===== config.mk =====
export PLATFORM = sky130hd
export DESIGN_NAME = mpmc10_fifo_sched_flat
export DESIGN_NICKNAME = d
export VERILOG_FILES = /design/src/rtl/mpmc10_fifo_sched_if.sv /design/src/rtl/mpmc10_fifo_sched.sv /design/src/flat_wrapper.sv
export SDC_FILE = /design/constraint.sdc
export NUM_CORES = 1
export LEC_CHECK = 0
export CAP_MARGIN = 30
export CORE_AREA = 3 3 256 258
export DETAILED_ROUTE_END_ITERATION = 16
export DIE_AREA = 0 0 259 261
export DONT_BUFFER_PORTS = 1
export GPL_TIMING_DRIVEN = 0
export HOLD_SLACK_MARGIN = 0.06
export PLACE_DENSITY_LB_ADDON = 0.05
export SLEW_MARGIN = 0
export SYNTH_ARGS = -nofsm -noshare
export SYNTH_HDL_FRONTEND = slang
export SYNTH_SLANG_ARGS = --single-unit

===== constraint.sdc =====
create_clock -name clk -period 2.5 [get_ports clk]
set_clock_uncertainty 0.05 [all_clocks]
set_input_delay 0.625 -clock clk [delete_from_list [all_inputs] [get_ports clk]]
set_output_delay 0.625 -clock clk [all_outputs]
set_load 0.02 [all_outputs]

===== src/rtl/mpmc10_fifo_sched_if.sv =====
// Bundle between the mpmc10 FIFO read scheduler and its surroundings.
// master = scheduler side, slave = FIFO bank and memory-side state machine.
interface mpmc10_fifo_sched_if #(
  parameter int NCH = 4,
  parameter int DW  = 128
) ();
  localparam int CHW = $clog2(NCH);

  logic [NCH-1:0]    empty;
  logic [NCH-1:0]    rd_rst_busy;
  logic [NCH-1:0]    fifo_v;
  logic [NCH*DW-1:0] fifo_dat;
  logic [NCH-1:0]    rd_fifo;
  logic [DW-1:0]     req_o;
  logic              req_v;
  logic              req_rdy;
  logic [CHW-1:0]    req_ch;
  logic              busy;
  logic              err;

  modport master (
    input  empty, rd_rst_busy, fifo_v, fifo_dat, req_rdy,
    output rd_fifo, req_o, req_v, req_ch, busy, err
  );

  modport slave (
    output empty, rd_rst_busy, fifo_v, fifo_dat, req_rdy,
    input  rd_fifo, req_o, req_v, req_ch, busy, err
  );
endinterface


===== src/rtl/mpmc10_fifo_sched.sv =====
// Round-robin burst-limited read scheduler for the mpmc10 per-channel request FIFOs.
// Pops one word at a time, captures it, and holds it on a valid/ready handshake.
module mpmc10_fifo_sched #(
  parameter int NCH   = 4,
  parameter int DW    = 128,
  parameter int BURST = 4
) (
  input  logic                 clk,
  input  logic                 rst_n,
  mpmc10_fifo_sched_if.master  bus
);
  localparam int CHW = $clog2(NCH);

  typedef enum logic [1:0] {IDLE, READ, WAIT, OUT} state_t;

  state_t         state;
  logic [CHW-1:0] ptr;
  logic [CHW-1:0] gnt;
  logic [3:0]     burst_cnt;
  logic [NCH-1:0] rd_q;
  logic [DW-1:0]  req_q;
  logic [CHW-1:0] ch_q;
  logic           err_q;

  logic [NCH-1:0] elig;
  logic           found;
  logic [CHW-1:0] pick;
  logic [CHW-1:0] idx;
  logic           sel_v;
  logic [DW-1:0]  sel_dat;
  logic [CHW-1:0] ptr_nxt;
  logic [4:0]     cnt_nxt;

  assign elig    = ~bus.empty & ~bus.rd_rst_busy;
  assign ptr_nxt = (gnt == CHW'(NCH - 1)) ? '0 : gnt + 1'b1;
  assign cnt_nxt = {1'b0, burst_cnt} + 5'd1;

  // Descending scan so the candidate closest to ptr is the last one written.
  always_comb begin
    found = 1'b0;
    pick  = '0;
    idx   = '0;
    for (int k = NCH - 1; k >= 0; k--) begin
      idx = CHW'((int'(ptr) + k) % NCH);
      if (elig[idx]) begin
        found = 1'b1;
        pick  = idx;
      end
    end
  end

  always_comb begin
    sel_v   = 1'b0;
    sel_dat = '0;
    for (int i = 0; i < NCH; i++) begin
      if (gnt == CHW'(i)) begin
        sel_v   = bus.fifo_v[i];
        sel_dat = bus.fifo_dat[i*DW +: DW];
      end
    end
  end

  always_ff @(posedge clk or negedge rst_n) begin
    if (!rst_n) begin
      state     <= IDLE;
      ptr       <= '0;
      gnt       <= '0;
      burst_cnt <= '0;
      rd_q      <= '0;
      req_q     <= '0;
      ch_q      <= '0;
      err_q     <= 1'b0;
    end else begin
      rd_q <= '0;
      case (state)
        IDLE: begin
          if (found) begin
            gnt       <= pick;
            burst_cnt <= '0;
            rd_q      <= {{(NCH-1){1'b0}}, 1'b1} << pick;
            state     <= READ;
          end
        end
        READ: begin
          state <= elig[gnt] ? WAIT : IDLE;
        end
        WAIT: begin
          if (sel_v) begin
            req_q <= sel_dat;
            ch_q  <= gnt;
            state <= OUT;
          end else begin
            err_q <= 1'b1;
            ptr   <= ptr_nxt;
            state <= IDLE;
          end
        end
        OUT: begin
          if (bus.req_rdy) begin
            burst_cnt <= cnt_nxt[3:0];
            if ((cnt_nxt < 5'(BURST)) && elig[gnt]) begin
              rd_q  <= {{(NCH-1){1'b0}}, 1'b1} << gnt;
              state <= READ;
            end else begin
              ptr   <= ptr_nxt;
              state <= IDLE;
            end
          end
        end
        default: state <= IDLE;
      endcase
    end
  end

  // The strobe is masked by live eligibility so a FIFO that empties or enters
  // read-reset during READ is never popped.
  assign bus.rd_fifo = rd_q & elig;
  assign bus.req_o   = req_q;
  assign bus.req_v   = (state == OUT);
  assign bus.req_ch  = ch_q;
  assign bus.busy    = (state != IDLE);
  assign bus.err     = err_q;
endmodule


===== src/flat_wrapper.sv =====
// flat-port wrapper written by rule: the top's interface ports become plain ports
module mpmc10_fifo_sched_flat 
#(
  parameter int NCH   = 4,
  parameter int DW    = 128,
  parameter int BURST = 4
)
  (clk, rst_n, bus_empty, bus_rd_rst_busy, bus_fifo_v, bus_fifo_dat, bus_req_rdy, bus_rd_fifo, bus_req_o, bus_req_v, bus_req_ch, bus_busy, bus_err);
  mpmc10_fifo_sched_if #(.NCH(NCH), .DW(DW)) bus_i ();
  input  logic clk;
  input  logic rst_n;
  input wire logic [$bits(bus_i.empty)-1:0] bus_empty;
  input wire logic [$bits(bus_i.rd_rst_busy)-1:0] bus_rd_rst_busy;
  input wire logic [$bits(bus_i.fifo_v)-1:0] bus_fifo_v;
  input wire logic [$bits(bus_i.fifo_dat)-1:0] bus_fifo_dat;
  input wire logic [$bits(bus_i.req_rdy)-1:0] bus_req_rdy;
  output wire logic [$bits(bus_i.rd_fifo)-1:0] bus_rd_fifo;
  output wire logic [$bits(bus_i.req_o)-1:0] bus_req_o;
  output wire logic [$bits(bus_i.req_v)-1:0] bus_req_v;
  output wire logic [$bits(bus_i.req_ch)-1:0] bus_req_ch;
  output wire logic [$bits(bus_i.busy)-1:0] bus_busy;
  output wire logic [$bits(bus_i.err)-1:0] bus_err;
  assign bus_i.empty = bus_empty;
  assign bus_i.rd_rst_busy = bus_rd_rst_busy;
  assign bus_i.fifo_v = bus_fifo_v;
  assign bus_i.fifo_dat = bus_fifo_dat;
  assign bus_i.req_rdy = bus_req_rdy;
  assign bus_rd_fifo = bus_i.rd_fifo;
  assign bus_req_o = bus_i.req_o;
  assign bus_req_v = bus_i.req_v;
  assign bus_req_ch = bus_i.req_ch;
  assign bus_busy = bus_i.busy;
  assign bus_err = bus_i.err;
  mpmc10_fifo_sched #(.NCH(NCH), .DW(DW), .BURST(BURST)) u_core (.clk(clk), .rst_n(rst_n), .bus(bus_i));
endmodule

Yosys cells after proc, flatten, opt, wreduce, memory -nomap -nowiden
Index checks and enable logic that the tools add are counted.
{ "word_totals": {"reg_bits": 145, "input_bits": 527, "output_inout_bits": 137, "wordCells": 92} }
{ "op_classes": {"muxes": 44, "reduce_logical": 12, "n_bitwise": 5, "n_shift": 2, "add_sub_neg": 5, "eq_ne": 10, "order_cmp": 6} }
{ "ops": {"columns": ["operator", "count"], "rows": [
  ["2-to-1 mux 128 bit", 4],
  ["2-to-1 mux 2 bit", 12],
  ["2-to-1 mux 4 bit", 5],
  ["one-hot mux 4 bit (2 select lines)", 2],
  ["< comparator 2 x 3 -> 1 bit (second input constant)", 5],
  ["2-to-1 mux 1 bit", 14],
  ["binary-select mux 1 bit (select 2 bit)", 5],
  ["AND 4 bit", 2],
  ["equality test 2 bit (second input constant)", 4],
  ["NOT 4 bit", 2],
  ["one-hot mux 2 bit (4 select lines)", 1],
  ["AND reduction 2 bit", 4],
  ["left shift 1 x 2 -> 4 bit (first input constant)", 2],
  ["!= test 2 bit (second input constant)", 3],
  ["nonzero test 2 bit", 3],
  ["adder 4 x 1 -> 5 bit (second input constant)", 1],
  ["< comparator 5 x 3 -> 1 bit (second input constant)", 1],
  ["adder 2 x 1 -> 2 bit (second input constant)", 2],
  ["adder 2 bit (second input constant)", 2],
  ["equality test 2 x 1 -> 1 bit (second input constant)", 2],
  ["zero test 2 bit", 2],
  ["one-hot mux 2 bit (2 select lines)", 1],
  ["AND reduction 4 bit", 1],
  ["AND reduction 3 bit", 1],
  ["3 further kinds", 3]
]} }

Logic depth before layout (Yosys ltp)
Gate-level depths: netlist of the first run.
{ "depth": {"ltp_word": 11, "ltp_mapped": 9, "depth_no_buf": 6} }

Least setup slack after synthesis of the first run
OpenSTA, ideal clock, no wires.
{ "synth_path": {"kind": "register -> register", "start": "register u_core.gnt[0]", "end": "register u_core.ptr[0]", "setup_slack_ps": 304, "setup_time_ps": 128, "stages_incl_launch_ff": 8, "period_less_slack_ps": 2196, "t_required_ps": 2322, "arrival_time_ps": 2019, "path_buffers": 1, "path_cell_list": "dfrtp_1 -> inv_1 -> ha_1 -> buf_2 -> or3b_1 -> o2111a_1 -> a311oi_2 -> mux2_1"} }
{ "synth_via": {"elab_chain_cells": 7, "word_cells_on_any_way": 20, "cone_classes": "add/sub (1); eq/ne (5); mux (11); reduce/logical (3)"} }
{ "synth_rtl": {"columns": ["item", "line_no", "source"], "rows": [
  ["start: declaration", "mpmc10_fifo_sched.sv:18", "logic [CHW-1:0] gnt;"],
  ["start signal: assignment", "mpmc10_fifo_sched.sv:78", "gnt <= pick;"],
  ["zero test 2 bit", "mpmc10_fifo_sched.sv:56", "if (gnt == CHW'(i)) begin"],
  ["2-to-1 mux 1 bit (4 in a row)", "mpmc10_fifo_sched.sv:56", null],
  ["!= test 2 bit (no source line)", null, null],
  ["AND reduction 4 bit (no source line)", null, null],
  ["end signal: assignment", "mpmc10_fifo_sched.sv:94", "ptr <= ptr_nxt;"],
  ["end signal: assignment", "mpmc10_fifo_sched.sv:105", "ptr <= ptr_nxt;"],
  ["end: declaration", "mpmc10_fifo_sched.sv:17", "logic [CHW-1:0] ptr;"]
]} }
Several ways; a longest one is shown, not always the timed one. The select of a mux whose other input is x is not followed.
A chain may end at the register's enable or synchronous reset.

Worst setup path in the final report of the first run
Ends and elaborated chain as after synthesis.

==> results.py, run 1 <==
metrics = {
    "synthesis": {
        "yosys_warnings": 0,
        "syn_avg_cell_area_um2": 9.34,
        "synthAdderAreaFrac": 0.0121,
        "syn_inst": 998,
        "synth_top_family_by_area": "compound AO/OA/AOI/OAI gates",
        "ys_types": 47,
        "synth-compound-area-share": 0.459,
        "ys_seq_area_frac": 0.389,
        "synth_xor_area_frac": 0,
        "syn-cell-area_mm2": 0.00932,
        "synth.ff_latch_count": 145,
        "syn_nets": 1534,
        "yosys.area_share.simple": 0.0270,
        "synthMuxAreaShare": 0.00590,
    },
    "drt": {
        "viasPerCell": 4.79,
        "wl_per_cell_um": 32.0,
        "vias": 9067,
        "first_pass_iters": 5,
        "ant_nets": 0,
        "drt-total-wl_mm": 60.5,
        "drt_iter0_markers": 441,
        "drc": 0,
    },
    "power_and_ir_drop": {
        "p_sw_frac": 0.493,
        "vdd_drop_max_mv": 0.506,
        "power_mw": 16.7,
        "p_switching_mw": 8.24,
        "power_frac_seq": 0.366,
        "p_leak_nw": 5.08,
        "combinationalPowerShare": 0.481,
        "p_int_mw": 8.47,
        "clkPwrFrac": 0.153,
        "powerDensity_mw_per_mm2": 1470,
    },
    "grt": {
        "first_global_vias": 9800,
        "gr-total-overflow": 0,
        "gr-usage-all-layers": 0.172,
        "grt_pass1_wl_mm": 81.2,
        "antenna_found_initial": 6,
        "grt_max_degree": 146,
    },
    "placement": {
        "gp_congestion": 0.837,
        "io_buffer_count": 0,
        "placed_cells": 1852,
        "dp_hpwl_mm": 48.6,
    },
    "floorplanning": {
        "initial_core_util": 0.148,
        "dieArea_mm2": 0.0676,
        "ioPinCount": 664,
        "die_x_um": 259,
        "fp-row-count": 92,
        "core_area_mm2": 0.0632,
        "die_y_um": 261,
    },
    "clock_tree": {
        "clk_path_buf_depth": 2,
        "root_buffer": "clkbuf_16",
        "numClockSinks": 145,
        "clk_pin_slew_worst_paths_ns": 0.07,
        "cts_tree": "built",
        "cts_inserted_buffers": 17,
        "clock_latency_ns": 0.47,
        "htree_levels": 4,
    },
    "layout": {
        "mostFrequentLayoutCell": "dfrtp_1",
        "drive_gt1_frac": 0.132,
        "layout.nets": 1565,
        "final_cell_mix": "dfrtp_1 (143), inv_1 (131), a21oi_1 (131), a211o_1 (128)",
        "final_cells": 1891,
        "syn_to_final_growth_pct": 21.9,
    },
    "setup_path": {
        "rrSetupSlack_ns": 0.08,
        "worst_setup_path_end_kind": "register",
        "cp_data_required_time_ns": 2.80,
        "crit_chain": "ha_1, buf_2, a211o_4, o2111a_2, a311oi_4, mux2_4",
        "arrival_ns": 2.72,
        "setup.worst_path.start_class": "register",
        "setup.worst_path.class": "register to register",
        "slowest_delay_ns": 0.46,
        "cp_max_fo": 6,
        "critPathSlowestCell": "dfrtp_2",
    },
    "timing": {
        "hold_viol": 145,
        "slew_headroom": 0.540,
        "clock.fmax_mhz": 413,
        "setup_viol": 0,
        "fin_crit_sh": 0.970,
        "period_needed_ns": 2.42,
        "slew_viol_final": 0,
        "finalSetupTns_ns": 0,
        "hold-worst-slack_ns": -0.204,
        "worst_pin_slew_ns": 0.691,
        "rsz0062_at_grt": "false",
    },
    "run_status": {
        "violations": "negative hold slack",
        "status": "complete, but fails checks",
    },
    "run": {
        "max_cap_viol_count": 0,
    },
    "hold_path": {
        "hp-class": "input port to async pin",
    },
}
power groups by stage:
stage	Clock, mW	Sequential [mW]	Combinational (mW)
4_1_cts	2.72	6.16	8.09
3_5_place_dp	0	6.17	7.91
3_3_place_gp	0	6.26	7.84
5_1_grt	2.78	6.25	8.83
2_1_floorplan	0	5.47	5.30
6_report	2.55	6.11	8.04
final timing paths:
| path | to | depth (start not counted) | from |
|---|---|---|---|
| worst max-delay path | u_core.ptr[0] | 6 | u_core.gnt[0] |
| worst min-delay path | u_core.bus.req_o[60] | 0 | rst_n |
| worst max register to register | u_core.ptr[0] | 6 | u_core.gnt[0] |
| worst min register to register | u_core.burst_cnt[3] | 1 | u_core.burst_cnt[3] |
| max in group asynchronous | u_core.bus.req_o[126] | 0 | rst_n |
| min in group clk | u_core.bus.req_o[94] | 2 | bus_fifo_dat[478] |
Yosys cell counts, drive strengths merged:
cell type / n / area [um2]
dfrtp: 145 / 3630
inv: 133 / 499
a21oi: 131 / 656
a211o: 129 / 1130
a221oi: 128 / 1120
a2bb2oi: 128 / 1120
clkbuf: 76 / 285
buf: 40 / 216
ha: 9 / 113
nor2: 9 / 33.8
o21ai: 7 / 35.0
nand2: 6 / 22.5
a32o: 5 / 50.1
a21o: 4 / 30.0
and2: 4 / 25.0
nand2b: 4 / 25.0
nor2b: 4 / 25.0
or2: 4 / 25.0
nor3: 3 / 15.0
or3: 3 / 18.8
a311oi: 2 / 23.8
mux2: 2 / 22.5
or3b: 2 / 17.5
a21boi: 1 / 7.51
a22o: 1 / 8.76
a22oi: 1 / 7.51
a31o: 1 / 8.76
a41o: 1 / 10.0
a41oi: 1 / 8.76
and3: 1 / 6.26
and3b: 1 / 8.76
and4: 1 / 8.76
mux2i: 1 / 10.0
mux4: 1 / 22.5
nand3: 1 / 5.00
nor3b: 1 / 7.51
o2111a: 1 / 11.3
o2111ai: 1 / 15.0
o211ai: 1 / 7.51
o22a: 1 / 8.76
o22ai: 1 / 6.26
o32ai: 1 / 8.76
or4: 1 / 7.51
per-stage QoR:
stage,instance area (um2),hold WS (ns),setup WS (ns),utilization
final,11400,-0.204,0.0758,0.180
after global placement,10400,0.285,-1.29,0.164
after detailed placement,10500,0.286,-0.882,0.166
after floorplan,9320,0.279,0.304,-
after CTS,11200,-0.267,0.0000393,0.178
after global routing,11400,-0.254,0.00116,0.180
worst max-delay path: cells and delay by family (launching register included):
family                   cells  cell delay, ns
AO/OA/AOI/OAI                3            1.10
flip-flops                   1            0.46
multiplexers                 1            0.33
adder cells (fa/ha/maj)      1            0.20
buffers and inverters        1            0.17
routing by layer:
metal / vias up / part of all wire / GRT usage
met4: 4 / 0.020 / 0.0489
met1: 4579 / 0.37 / 0.185
met5: - / 0.00060 / 0
met2: 457 / 0.53 / 0.315
li1: 3975 / - / -
met3: 52 / 0.084 / 0.0620
logic make-up (layout without fill, tap and decap cells):
| family | after synthesis | count (layout) |
|---|---|---|
| mux | 4 | 4 |
| flops | 145 | 145 |
| simple gates | 45 | 45 |
| compound gates | 546 | 546 |
| fa+ha+maj | 9 | 9 |
| other cells | 0 | 4 |
| buf+inv | 249 | 292 |
repair_timing:
item,4_1_cts,5_1_grt
hold endpoints to repair,145,145
pin swaps,3,3
endpoints found under the setup margin,133,128
gates resized for setup,53,61
setup buffers,2,2
sequential cells by signal (all words and copies together) (netlist names):
| signal | cells |
|---|---|
| u_core.burst_cnt | 4 |
| u_core.bus.req_ch | 2 |
| u_core.state | 2 |
| u_core.rd_q | 4 |
| u_core.gnt | 2 |
| u_core.bus.err | 1 |
| u_core.bus.req_o | 128 |
| u_core.ptr | 2 |
final cells by class:
| type | instances | area (um2) |
|---|---|---|
| inverters | 133 | 502 |
| multi-input cells | 604 | 4750 |
| flip-flops and latches | 145 | 3630 |
| clock inverters | 9 | 86.3 |
| well taps | 846 | 1060 |
| plain buffers | 116 | 701 |
| diodes | 4 | 10.0 |
| clock buffers | 22 | 454 |
| repair buffers | 12 | 168 |
| fillers | 7162 | 51800 |
Power figures use the tool's default switching activity.
==> run 2: changes to the inputs <==
--- a/config.mk
+++ b/config.mk
@@ -13,6 +13,7 @@
 export GPL_TIMING_DRIVEN = 0
 export HOLD_SLACK_MARGIN = 0.06
 export PLACE_DENSITY_LB_ADDON = 0.05
+export REMOVE_ABC_BUFFERS = 1
 export SLEW_MARGIN = 0
 export SYNTH_ARGS = -nofsm -noshare
 export SYNTH_HDL_FRONTEND = slang
==> constraint.sdc (replaced) <==
create_clock -name clk -period 2.6 [get_ports clk]
set_clock_uncertainty 0.05 [all_clocks]
set_input_delay 0.65 -clock clk [delete_from_list [all_inputs] [get_ports clk]]
set_output_delay 0.65 -clock clk [all_outputs]
set_load 0.02 [all_outputs]
==> run 2 against run 1 <==
Against the previous run:
- the run still ends with negative hold slack left
- non-clock buffer count decreased by 81
- core utilization is 0.085 points higher
- final cell count shrank 4.4%
- routed wire length is 16% lower
- largest cell class unchanged
- largest power group unchanged
==> results.py, run 2 (synthesized netlist as in run 1, its figures left out) <==
metrics = {
    "run_status": {
        "status": "complete, but fails checks",
        "violations": "negative hold slack",
    },
    "timing": {
        "setup_viol": 0,
        "fin_crit_sh": 0.961,
        "slew_viol_final": 0,
        "rsz0062_at_grt": "false",
        "clock.fmax_mhz": 400,
        "worst_pin_slew_ns": 0.555,
        "hold-worst-slack_ns": -0.170,
        "hold_viol": 145,
        "finalSetupTns_ns": 0,
        "period_needed_ns": 2.50,
        "slew_headroom": 0.630,
    },
    "placement": {
        "dp_hpwl_mm": 35.7,
        "placed_cells": 1746,
        "io_buffer_count": 0,
        "gp_congestion": 0.733,
    },
    "layout": {
        "final_cell_mix": "dfrtp_1 (143), inv_1 (131), a21oi_1 (131)",
        "layout.nets": 1484,
        "drive_gt1_frac": 0.102,
        "syn_to_final_growth_pct": 22.5,
        "final_cells": 1808,
        "mostFrequentLayoutCell": "dfrtp_1",
        "largest_reg_flops": 128,
    },
    "clock_tree": {
        "cts_tree": "built",
        "clk_path_buf_depth": 2,
        "clk_pin_slew_worst_paths_ns": 0.07,
        "clock_latency_ns": 0.47,
        "htree_levels": 4,
        "numClockSinks": 145,
        "cts_inserted_buffers": 17,
        "root_buffer": "clkbuf_16",
    },
    "setup_path": {
        "cp_data_required_time_ns": 2.90,
        "rr_startpoint": "u_core.gnt[0]",
        "setup.worst_path.start_class": "register",
        "crit_chain": "ha_4, buf_16, a211o_4, o2111a_4, buf_16, a311oi_4, mux2_4",
        "worst_setup_path_end_kind": "register",
        "cp_max_fo": 20,
        "worst-path-buf-inv": 2,
        "slowest_delay_ns": 0.47,
        "cp_top_family": "compound AO/OA/AOI/OAI gates",
        "cp_common_cell": "buf_16",
        "rrSetupSlack_ns": 0.10,
        "r2r_end": "u_core.ptr[1]",
        "critPathSlowestCell": "dfrtp_2",
        "arrival_ns": 2.80,
        "rr_worst_depth": 7,
        "setup.worst_path.class": "register to register",
    },
    "power_and_ir_drop": {
        "powerDensity_mw_per_mm2": 1400,
        "p_leak_nw": 5.04,
        "vdd_drop_max_mv": 0.895,
    },
    "drt": {
        "viasPerCell": 4.75,
        "wl_per_cell_um": 28.2,
        "drc": 0,
        "vias": 8580,
        "drt_iter0_markers": 408,
        "ant_nets": 0,
        "first_pass_iters": 5,
        "drt-total-wl_mm": 51.0,
    },
    "floorplanning": {
        "die_y_um": 261,
        "initial_core_util": 0.148,
        "dieArea_mm2": 0.0676,
        "fp-row-count": 92,
        "die_x_um": 259,
        "ioPinCount": 664,
        "core_area_mm2": 0.0632,
    },
    "grt": {
        "grt_max_degree": 146,
        "grt_pass1_wl_mm": 66.9,
        "antenna_found_initial": 2,
        "gr-usage-all-layers": 0.138,
        "gr-total-overflow": 0,
        "first_global_vias": 8712,
    },
    "hold_path": {
        "hp-class": "input port to async pin",
    },
    "run": {
        "max_cap_viol_count": 0,
    },
}
==> run 2: cell types whose count changed in the layout (fill, tap and decap cells not counted), moves of 10 or more <==
cell,change
buf_16,+10
buf_2,-12
buf_4,+12
buf_6,-10
clkbuf_1,-42
clkbuf_2,-30
clkbuf_4,-16
==> run 2: worst max-delay path by stage <==
stage,from,cells after the start,endpoint
after CTS,u_core.gnt[1],7,u_core.ptr[1]
after detailed placement,u_core.gnt[1],10,u_core.bus.req_o[47]
after global placement,u_core.gnt[1],5,u_core.ptr[0]
after floorplan,u_core.gnt[0],5,u_core.ptr[0]
final,u_core.gnt[0],7,u_core.ptr[1]
after global routing,u_core.gnt[0],9,u_core.bus.req_o[104]
==> run 2: repair_timing <==
action | CTS | global route
setup buffers | 19 | 4
endpoints found under the setup margin | 134 | 101
cloned | 4 | 3
gates resized for setup | 3 | 7
pin swaps | 6 | 6
endpoints found under the hold margin | 145 | 145
==> run 2: report_power, final <==
group | switching, mW | internal, mW | total, mW | leakage [nW]
combinational | 3.90 | 3.60 | 7.51 | 2.99
sequential | 2.48 | 3.35 | 5.83 | 1.75
clock | 1.11 | 1.55 | 2.66 | 0.293
total | 7.49 | 8.51 | 16.0 | 5.04
==> run 2: area by class of cell <==
type                    count  area, um2
clock buffers              21        460
repair buffers             47        840
clock inverters            10        135
fillers                  7074      51800
diodes                      2       5.00
flip-flops and latches    145       3630
inverters                 133        499
multi-input cells         604       4790
well taps                 846       1060
==> run 2: metal layers <==
layer	up-vias	routed length (um)	share of wire	global-route usage
met5	-	0	0	0
met1	4391	18600	0.37	0.149
met2	352	27900	0.55	0.258
li1	3801	-	-	-
met3	36	3530	0.069	0.0416
met4	0	974	0.019	0.0449
==> run 2: through the flow <==
step | cell area (um2) | total power, mW | utilization | setup WS [ns] | hold WS [ns]
floorplan | 8820 | 9.83 | - | -5.84 | 0.304
CTS | 11300 | 16.2 | 0.179 | 0.0109 | -0.236
finish | 11400 | 16.0 | 0.181 | 0.103 | -0.170
global route | 11400 | 17.1 | 0.181 | 0.00423 | -0.240
detailed placement | 10400 | 12.9 | 0.164 | -0.850 | 0.311
global placement | 9880 | 11.3 | 0.156 | -11.72 | 0.309
==> run 2: worst register-to-register path, stage by stage (launching register included) <==
cell	delay, ns
dfrtp_2	0.47
ha_4	0.21
buf_16	0.16
a211o_4	0.38
o2111a_4	0.32
buf_16	0.14
a311oi_4	0.33
mux2_4	0.33
==> patch, RTL diff (config.mk and constraints of run 1) <==
Make the reset (`rst_n`) synchronous in one clocked block.
--- a/src/rtl/mpmc10_fifo_sched.sv
+++ b/src/rtl/mpmc10_fifo_sched.sv
@@ -62,3 +62,3 @@
 
-  always_ff @(posedge clk or negedge rst_n) begin
+  always_ff @(posedge clk) begin
     if (!rst_n) begin
Check against the original RTL: differs if rst_n is asserted again (counterexample within 4 cycles, from zero or initial values and one cycle with rst_n low); with rst_n held inactive, the same outputs for 4 cycles.
==> patch against run 1 <==
Critical path depth grew 3. Worst setup slack gained 0.037 ns. Wire length shrank 3.0%. Sequential share of layout area down 4.7 points. Sequential cell count did not move. Die area stayed put. Cell area shrank 5.9%. Synthesized area fell by 6.1%. Largest cell class unchanged.
Power is not compared: it rests on default switching activity, and its combinational part moved more than twofold at a synthesized area within 25%.
==> patch: results (changes against run 1) <==
* Status: completed
* WL final at 58700 um (-3.0%)
* M1 WL at 23400 um (+4.4%)
* Min-Delay Path Depth at 2
* Slew headroom at 39.6% (-14 points)
* Slowest CP cell: a221oi_1
* Ys Warns at 0 (unchanged)
* R2R setup slack at 0.11 ns (+0.04 ns)
* Met3 usage at 5.00% (-1.2 points)
* Met2 Track Usage GR at 29.1% (-2.4 points)
* Max incr delay on CP at 0.48 ns (+0.02 ns)
* Min-Delay Path Class: in -> reg
* Xor/xnor share of the synthesized area at 0% (unchanged)
* Met2 WL post-DR at 30200 um (-4.9%)
* First-pass DRT Iterations at 5 (unchanged)
* HPWL Detailed at 47700 um (-1.7%)
* Reg2Reg Depth at 9 (+3)
* Critical R2R Capture: u_core.bus.req_o[94]
* Max VDD drop at 0.396 mV
* Final GP Congestion at 0.809 (-3.3%)
* CP delay by family, top: buffers and inverters
* Fmax at 419 MHz (+1.5%)
* Highest routed layer: met4
* Share of layout cells above drive strength 1 at 11.7% (-1.5 points)
* Antenna violations before repair at 5 (-1)
* Non-filler instance count after layout at 2042 (+8.0%)
* Arr. time, crit path at 2.71 ns (about the same)
* Initial DRC count at 605 (+37%)
* CP startpoint: u_core.gnt[1]
* Root buffer cell: clkbuf_16
* Vias in the first global route at 9703 (-0.99%)
* Placed cell areas at 9880 um^2 (-6.0%)
* Vias per cell at 4.66 (-2.8%)
* Syn Area/Cell at 7.58 um^2 (-19%)
* Routed length on met3 at 4240 um (-17%)
* Routing usage on met1 at 19.4% (+0.89 points)
* Top post-synthesis cells by count: 260 x a21oi_1, 145 x dfxtp_1, 136 x nor2b_1, 131 x nor3_1, 131 x o21ai_0
* Setup repair bufs after CTS at 1 (-1)
* Share of async-settable or async-resettable flops after synthesis at 0% (-100 points)
* Synth Area in Compound Gates at 37.4% (-8.4 points)
* Sequential area share after synthesis at 33.2% (-5.8 points)
* First-pass GRT wire length at 77600 um (-4.4%)
* Maximum net fanout on the critical path at 10 (+4)
* Post-Synth Adder-Cell Area at 1.29% (+0.079 points)
* Largest net degree at the start of global routing at 17 (-88%)
* Post-cts sizing count at 47 (-11%)
* WHS Endpoint: u_core.bus.req_o[120]
* Final hold slack at 0.300 ns (+0.504 ns)
* Post-synth net total at 1691 (+10%)
* Area contributors post-synth: dfxtp_1 33%, a21oi_1 15%, a221oi_1 13%
* Clock slew at reported path FFs at 0.07 ns (about the same)
* Pre-CTS setup slack at -0.604 ns (+0.278 ns)
* Largest register FFs at 128 (unchanged)
* GRT Total Usage at 16.5% (-0.71 points)
* Mux share of post-synthesis cell area at 0.715% (+0.12 points)
* Count of cell types in the netlist at 45 (-4.3%)
-- patch: area by class of cell --
class                   instances  area (um^2)
fillers                      7241        52500
diodes                          3         7.51
clock buffers                  17          425
plain buffers                 132          774
repair buffers                  6         87.6
flip-flops and latches        145         2910
inverters                       7         26.3
well taps                     846         1060
multi-input cells             871         5270
clock inverters                15          136
-- patch: cells by family (layout without fill, tap and decap cells) --
kind of cell / count (synthesis) / after routing
AO/OA/AOI/OAI: 541 / 541
adder cells (fa/ha/maj): 9 / 9
buffers and inverters: 139 / 177
flip-flops: 145 / 145
multiplexers: 5 / 5
other: 0 / 3
AND/OR/NAND/NOR: 316 / 316
-- patch: power by group --
| part | leakage (nW) | switching, mW | total, mW | internal (mW) |
|---|---|---|---|---|
| logic | 2.05 | 0.962 | 1.57 | 0.604 |
| registers | 1.17 | 0.0538 | 2.39 | 2.34 |
| clock network | 0.277 | 1.20 | 2.57 | 1.37 |
